### src/rtl/fnd_scan_ctrl.sv
// Multiplexed 7-segment scan controller: one digit per slot, optional dead time,
// leading-zero suppression and a per-frame snapshot so the display never tears.
module fnd_scan_ctrl #(
  parameter int DIGITS         = 4,
  parameter int SCAN_DIV       = 125000,
  parameter int DEAD_CYCLES    = 1250,
  parameter bit COM_ACTIVE_LOW = 1'b1,
  parameter bit SEG_ACTIVE_LOW = 1'b1
) (
  input  logic                  clk,
  input  logic                  reset_p,
  input  logic [4*DIGITS-1:0]   value,
  input  logic [DIGITS-1:0]     dp,
  input  logic [DIGITS-1:0]     blank,
  input  logic                  lz_en,
  output logic [DIGITS-1:0]     com,
  output logic [7:0]            seg_7,
  output logic                  frame_start
);

  localparam int CNT_W = $clog2(SCAN_DIV);
  localparam int IDX_W = (DIGITS > 1) ? $clog2(DIGITS) : 1;
  localparam logic [CNT_W-1:0]  CNT_MAX = CNT_W'(SCAN_DIV - 1);
  localparam logic [CNT_W-1:0]  DEAD_C  = CNT_W'(DEAD_CYCLES);
  localparam logic [IDX_W-1:0]  IDX_MAX = IDX_W'(DIGITS - 1);
  localparam logic [DIGITS-1:0] COM_OFF = {DIGITS{COM_ACTIVE_LOW}};
  localparam logic [7:0]        SEG_OFF = {8{SEG_ACTIVE_LOW}};

  logic [CNT_W-1:0]    cnt_reg, cnt_next;
  logic [IDX_W-1:0]    idx_reg, idx_next;
  logic [4*DIGITS-1:0] value_reg;
  logic [DIGITS-1:0]   dp_reg, blank_reg;
  logic                lz_reg;
  logic [DIGITS-1:0]   com_reg, com_next;
  logic [7:0]          seg_reg, seg_next;
  logic                frame_start_reg;

  logic                take_snap;
  logic [4*DIGITS-1:0] value_eff;
  logic [DIGITS-1:0]   dp_eff, blank_eff;
  logic                lz_eff;
  logic [DIGITS-1:0]   zero_run, suppress;

  function automatic logic [6:0] decode(input logic [3:0] nib);
    case (nib)
      4'h0: decode = 7'h3F;
      4'h1: decode = 7'h06;
      4'h2: decode = 7'h5B;
      4'h3: decode = 7'h4F;
      4'h4: decode = 7'h66;
      4'h5: decode = 7'h6D;
      4'h6: decode = 7'h7D;
      4'h7: decode = 7'h07;
      4'h8: decode = 7'h7F;
      4'h9: decode = 7'h6F;
      4'hA: decode = 7'h77;
      4'hB: decode = 7'h7C;
      4'hC: decode = 7'h39;
      4'hD: decode = 7'h5E;
      4'hE: decode = 7'h79;
      default: decode = 7'h71;
    endcase
  endfunction

  // The snapshot cycle itself already uses the live inputs, so digit 0 is
  // correct even when there is no dead time to hide the capture latency.
  assign take_snap = (cnt_reg == '0) && (idx_reg == '0);
  assign value_eff = take_snap ? value : value_reg;
  assign dp_eff    = take_snap ? dp    : dp_reg;
  assign blank_eff = take_snap ? blank : blank_reg;
  assign lz_eff    = take_snap ? lz_en : lz_reg;

  // zero_run[i]: digit i and every digit above it hold a zero nibble.
  generate
    for (genvar gi = 0; gi < DIGITS; gi++) begin : g_lz
      if (gi == DIGITS - 1) begin : g_top
        assign zero_run[gi] = (value_eff[4*gi +: 4] == 4'h0);
      end else begin : g_low
        assign zero_run[gi] = zero_run[gi+1] && (value_eff[4*gi +: 4] == 4'h0);
      end
      if (gi == 0) begin : g_d0
        assign suppress[gi] = 1'b0;
      end else begin : g_dn
        assign suppress[gi] = lz_eff && zero_run[gi];
      end
    end
  endgenerate

  always_comb begin
    cnt_next = (cnt_reg == CNT_MAX) ? '0 : cnt_reg + CNT_W'(1);
    idx_next = idx_reg;
    if (cnt_reg == CNT_MAX)
      idx_next = (idx_reg == IDX_MAX) ? '0 : idx_reg + IDX_W'(1);
  end

  always_comb begin
    logic [3:0]        nib;
    logic              sel_dp, sel_blank, sel_sup;
    logic [DIGITS-1:0] com_on;
    logic [7:0]        seg_on;
    nib       = 4'h0;
    sel_dp    = 1'b0;
    sel_blank = 1'b0;
    sel_sup   = 1'b0;
    com_on    = '0;
    for (int i = 0; i < DIGITS; i++) begin
      if (idx_reg == IDX_W'(i)) begin
        nib       = value_eff[4*i +: 4];
        sel_dp    = dp_eff[i];
        sel_blank = blank_eff[i];
        sel_sup   = suppress[i];
        com_on[i] = 1'b1;
      end
    end
    seg_on = {sel_dp && !sel_blank, (sel_blank || sel_sup) ? 7'h00 : decode(nib)};
    if (cnt_reg < DEAD_C) begin
      com_next = COM_OFF;
      seg_next = SEG_OFF;
    end else begin
      com_next = com_on ^ COM_OFF;
      seg_next = seg_on ^ SEG_OFF;
    end
  end

  always_ff @(posedge clk) begin
    if (reset_p) begin
      cnt_reg         <= '0;
      idx_reg         <= '0;
      value_reg       <= '0;
      dp_reg          <= '0;
      blank_reg       <= '0;
      lz_reg          <= 1'b0;
      com_reg         <= COM_OFF;
      seg_reg         <= SEG_OFF;
      frame_start_reg <= 1'b0;
    end else begin
      cnt_reg         <= cnt_next;
      idx_reg         <= idx_next;
      com_reg         <= com_next;
      seg_reg         <= seg_next;
      frame_start_reg <= take_snap;
      if (take_snap) begin
        value_reg <= value;
        dp_reg    <= dp;
        blank_reg <= blank;
        lz_reg    <= lz_en;
      end
    end
  end

  assign com         = com_reg;
  assign seg_7       = seg_reg;
  assign frame_start = frame_start_reg;

endmodule
### config.mk
export PLATFORM = sky130hd
export DESIGN_NAME = fnd_scan_ctrl
export DESIGN_NICKNAME = d
export VERILOG_FILES = /design/src/rtl/fnd_scan_ctrl.sv
export SDC_FILE = /design/constraint.sdc
export NUM_CORES = 1
export LEC_CHECK = 0
export CAP_MARGIN = 10
export CORE_MARGIN = 3
export CORE_UTILIZATION = 30
export DETAILED_ROUTE_END_ITERATION = 12
export DONT_BUFFER_PORTS = 1
export GPL_ROUTABILITY_DRIVEN = 0
export GPL_TIMING_DRIVEN = 0
export SLEW_MARGIN = 20
export SYNTH_ARGS = -nofsm -noshare
export SYNTH_HDL_FRONTEND = slang
export SYNTH_SLANG_ARGS = --single-unit
### constraint.sdc
create_clock -name clk -period 3.6 [get_ports clk]
set_clock_uncertainty 0.2 [all_clocks]
set_input_delay 0.36 -clock clk [delete_from_list [all_inputs] [get_ports clk]]
set_output_delay 0.36 -clock clk [all_outputs]
set_load 0.01 [all_outputs]
; ---- After elaboration in Yosys (flattened, before gate mapping)
; Memory sizes are Yosys's and may differ from the RTL's.
; Index checks and enable logic that the tools add are counted.
[classes]
magnitude_cmp = 1
bitwise_logic = 2
n_reduce_logical = 16
n_eq_ne = 4
addsub = 2
mux = 25
[op_table]
columns = cell, n
row1 = two-way mux 4 bit, 6
row2 = "adder 17 x 1 -> 17 bit, second input constant", 1
row3 = "== test 17 bit, second input constant", 1
row4 = zero test 17 bit, 1
row5 = "< comparator 17 x 11 -> 1 bit, second input constant", 1
row6 = two-way mux 1 bit, 16
row7 = two-way mux 16 bit, 1
row8 = zero test 4 bit, 3
row9 = inverter 8 bit, 1
row10 = logical AND 1 bit, 7
row11 = two-way mux 7 bit, 1
row12 = "== test 2 bit, second input constant", 2
row13 = inverter 4 bit, 1
row14 = OR reduction 2 bit, 2
row15 = "adder 2 x 1 -> 2 bit, second input constant", 1
row16 = "== test 2 x 1 -> 1 bit, second input constant", 1
row17 = zero test 2 bit, 1
row18 = two-way mux 2 bit, 1
row19 = zero test 1 bit, 1
row20 = logical OR 1 bit, 1
[totals]
wordCells = 60
ff_bits = 57
rom_bits = 112
n_memories = 1
[memory_table]
columns = memory, depth, word_bits, read_ports, rd_ports_with_merged_regs, write_ports, line_no
row1 = (name not given), 16, 7, 1, 0, 0, 45  ; case (nib)

; ---- Logic depth before layout (Yosys ltp)
[logic_depth]
word_depth = 13
mapped_depth = 15

; ---- Worst setup path after synthesis
; OpenSTA, ideal clock, no wires.
[synth_path]
kind = register to register
from = register cnt_reg[9]
to = register seg_reg[3], in the netlist seg_7[3]
path_slack_ps = -35
t_arrival_ps = 3310
setup_ps = 126
path_stages_with_launch = 14
path_cell_list = dfxtp_1 > or4_4 > nor4_4 > nand2_4 > clkbuf_8 > buf_2 > mux2i_1 > a22oi_1 > o21a_1 > inv_1 > ha_1 > inv_1 > mux4_2 > nand2b_1
[synth_via]
elab_chain_len = 13
elab_cells_between_ends = 30
[synth_rtl]
columns = element, line_no
row1 = from (decl), 29  ; logic [CNT_W-1:0] cnt_reg, cnt_next;
row2 = from (signal assigned), 137  ; cnt_reg <= cnt_next;
row3 = branches (longest 13 deep; another with memory read (16 x 7 bit)), --
row4 = to (signal assigned), 140  ; seg_reg <= seg_next;
row5 = to (decl), 35  ; logic [7:0] seg_reg, seg_next;
; Parallel ways; which one is timed is not known.
; A chain may end at the register's enable or synchronous reset.

; ---- Worst setup path in the final report
[layout_path]
from = register cnt_reg[8]
to = register seg_reg[3], in the netlist seg_7[3]
; Same word-level chain as after synthesis.

==> flow_metrics.py <==
metrics = {
    "status": {
        "status": "finished clean",
    },
    "clocking": {
        "numCtsBuffers": 9,
        "clockBufferDepth": 2,
        "clock_latency_ps": 330,
        "clock-sinks": 57,
        "ctsHtreeMaxLevel": 3,
        "cts-root-buf": "clkbuf_8",
        "path_clk_slew_ps": 60,
        "cts_tree": "done",
    },
    "global_routing": {
        "grt_usage_pct": 13.8,
        "grt_pass1_vias": 2187,
        "antenna_found_initial": 0,
        "grt_start_max_net_pins": 20,
        "grt_pass1_wl_um": 10900,
        "overflow": 0,
    },
    "power_and_ir_drop": {
        "p_leak_uw": 0.00130,
        "irDropWorstVdd_v": 0.000168,
        "power.density_nw_per_um2": 433,
    },
    "timing": {
        "rsz0062_at_grt": "no",
        "fmax_ghz": 0.288,
        "period_needed_ps": 3470,
        "final-setup-viol-count": 0,
        "tightest_slew_ps": 563,
        "maxSlewViolCount": 0,
        "relSlewSlack_pct": 62.3,
        "finalHoldViolCount": 0,
        "period_share_pct": 96.3,
        "setup_ws_ps": 132,
    },
    "worst_setup_path": {
        "critPathCaptureType": "register",
        "r2r-start": "cnt_reg[8]$_SDFF_PP0_",
        "timing.rr.end": "seg_7[3]$_SDFF_PP1_",
        "critPathMaxFanout": 15,
        "path_cells": "or4_4, nor4_4, nand2_4, clkbuf_16, mux2i_1, a22oi_1, o21a_2, inv_1, ha_1, inv_1, mux4_2, nand2b_1",
        "critPathMaxStageDelay_ps": 570,
        "cp_common_cell": "inv_1",
        "worstSetupPathType": "reg2reg",
        "critical_path_required_ps": 3610,
        "cp_slowest_cell": "or4_4",
        "worstPathArrival_ps": 3480,
        "r2r_cells": 12,
        "start_kind": "register",
        "rrSetupSlack_ps": 130,
    },
    "die": {
        "core_area_um2": 8850,
        "dieArea_um2": 10500,
        "die_y_um": 102,
        "num_rows": 34,
        "die_w_um": 102,
        "pin_count": 40,
        "initial_utilization_pct": 31.4,
    },
    "yosys": {
        "yosys_warnings": 0,
        "syn_area_um2": 2780,
        "async_flop_share_pct": 0,
        "syn-num-nets": 343,
        "yosysSeqAreaShare_pct": 41.1,
        "ys_ff_latch": 57,
        "synth_cell_type_count": 56,
        "synth_area_per_cell_um2": 9.14,
        "synth_flop_cell": "dfxtp_1",
        "synth_edf_count": 0,
        "syn_inst": 304,
    },
    "routing": {
        "drtPass1Iterations": 5,
        "wire_per_inst_um": 14.9,
        "drt_iter0_drc": 122,
        "drtAntennaViolNets": 0,
        "vias": 2249,
        "wirelength_um": 6690,
        "vias_per_cell": 5.01,
        "drc": 0,
    },
    "finish": {
        "antennaDiodeCount": 0,
        "largest_reg_flops": 17,
        "fin_cells": 449,
        "layout-drive-gt1-share_pct": 14.1,
        "fin_nets": 375,
        "synthToLayoutAreaGrowth_pct": 18.1,
    },
    "placement": {
        "io_buffers": 0,
        "preCtsSetupSlack_ps": -375,
        "hpwlAfterDp_um": 4860,
        "dp.cells": 412,
    },
    "worst_hold_path": {
        "whs_endpoint": "value_reg[4]$_SDFF_PP0_",
        "min_from": "value[4]",
        "hold_depth": 2,
        "hp-class": "in2reg",
    },
    "job": {
        "max-cap-violations": 0,
    },
}
[area by class of cell]
class | count | area [µm²]
buffer | 11 | 76.3
clock buffer | 12 | 135
clock inverter | 4 | 20.0
fill | 898 | 5570
inverter | 13 | 48.8
multi-input combinational | 222 | 1520
sequential | 57 | 1140
tap | 108 | 135
timing repair buffer | 22 | 200
[where the power goes]
group / switching (µW) / total (µW) / internal, µW
clock network: 238 / 483 / 245
registers: 16.3 / 678 / 661
logic: 134 / 261 / 127
total: 388 / 1420 / 1030
[stage by stage]
step | setup TNS [ps] | instance area (µm²) | utilization, % | hold slack (ps) | total power, µW
floorplan | 0 | 2780 | - | 230 | 871
global placement | -350 | 2910 | 32.9 | 243 | 910
detailed placement | -502 | 2910 | 32.9 | 254 | 915
CTS | 0 | 3240 | 36.7 | 1.51 | 1430
global route | 0 | 3280 | 37.1 | 9.14 | 1500
finish | 0 | 3280 | 37.1 | 6.37 | 1420
[worst max-delay path by stage]
stage                          endpoint  cells after the start                  start  slack, ps
floorplan           seg_7[3]$_SDFF_PP1_                     13  cnt_reg[7]$_SDFF_PP0_          4
global route        seg_7[3]$_SDFF_PP1_                     12  cnt_reg[8]$_SDFF_PP0_          7
global placement    seg_7[3]$_SDFF_PP1_                     13  cnt_reg[9]$_SDFF_PP0_       -350
CTS                 seg_7[3]$_SDFF_PP1_                     12  cnt_reg[9]$_SDFF_PP0_         60
finish              seg_7[3]$_SDFF_PP1_                     12  cnt_reg[8]$_SDFF_PP0_        130
detailed placement  seg_7[3]$_SDFF_PP1_                     13  cnt_reg[9]$_SDFF_PP0_       -380
[worst max-delay path, delay by kind of cell, from the launching register on]
family,cells,cell delay (ps)
AOI/OAI and AO/OA,2,410
adders and majority gates,1,300
buffers and inverters,3,330
DFF,1,340
muxes,2,600
and+or+nand+nor,4,1160
[cells in the mapped netlist, types with 2 or more instances]
cell / n / area share (%)
dfxtp_1: 57 / 41
nor2_1: 54 / 7.3
mux2i_1: 24 / 8.6
nand2_1: 24 / 3.2
inv_1: 13 / 1.8
ha_1: 12 / 5.4
nand3_1: 12 / 2.2
xor2_1: 8 / 2.5
a31oi_1: 6 / 1.4
clkbuf_1: 6 / 0.81
nor3_1: 6 / 1.1
xnor2_1: 6 / 1.9
a21oi_1: 5 / 0.90
o21ai_0: 5 / 0.90
and3_1: 4 / 0.90
a22oi_1: 3 / 0.81
buf_2: 3 / 0.54
nand4_1: 3 / 0.68
nor2b_1: 3 / 0.68
o221ai_1: 3 / 0.95
and2_1: 2 / 0.45
and2b_2: 2 / 0.63
nand2b_1: 2 / 0.45
nor3_2: 2 / 0.72
nor4_1: 2 / 0.45
o211ai_1: 2 / 0.54
o21a_1: 2 / 0.54
o22ai_1: 2 / 0.45
o41ai_1: 2 / 0.63
or2_2: 2 / 0.45
or4_4: 2 / 0.81
[cells by family after synthesis]
kind of cell | after synthesis | synth area share, %
fa+ha+maj | 12 | 5.40
mux | 26 | 10.3
xor+xnor | 14 | 4.41
buf+inv | 25 | 4.28
compound gates | 40 | 11.2
flops | 57 | 41.1
simple gates | 130 | 23.4
[metal layers]
metal,track usage [%],share of wire [%]
met2,20.7,45
met3,6.01,8.7
met5,0,0
met4,5.45,1.7
met1,17.5,45
[layout by cell type, fill, tap and decap left out, types with 4 or more instances in the layout]
cell type / n
nor3_1: 6
and3_1: 4
buf_4: 9
xnor2_1: 6
clkbuf_8: 9
nand3_1: 12
dlygate4sd3_1: 14
nand2_1: 24
dfxtp_1: 55
a31oi_1: 6
xor2_1: 8
inv_1: 13
nor2_1: 54
o21ai_0: 5
mux2i_1: 24
ha_1: 12
a21oi_1: 5
clkbuf_1: 9
clkinv_2: 4
[repair_timing]
item | CTS | global route
hold buffers | 13 | 1
buffers inserted | 5 | 3
endpoints found under the setup margin | 5 | 1
gates resized for setup | 2 | 3
hold endpoints to repair | 13 | 1
pin swaps | 1 | 3
(Power assumes the default switching activity.)
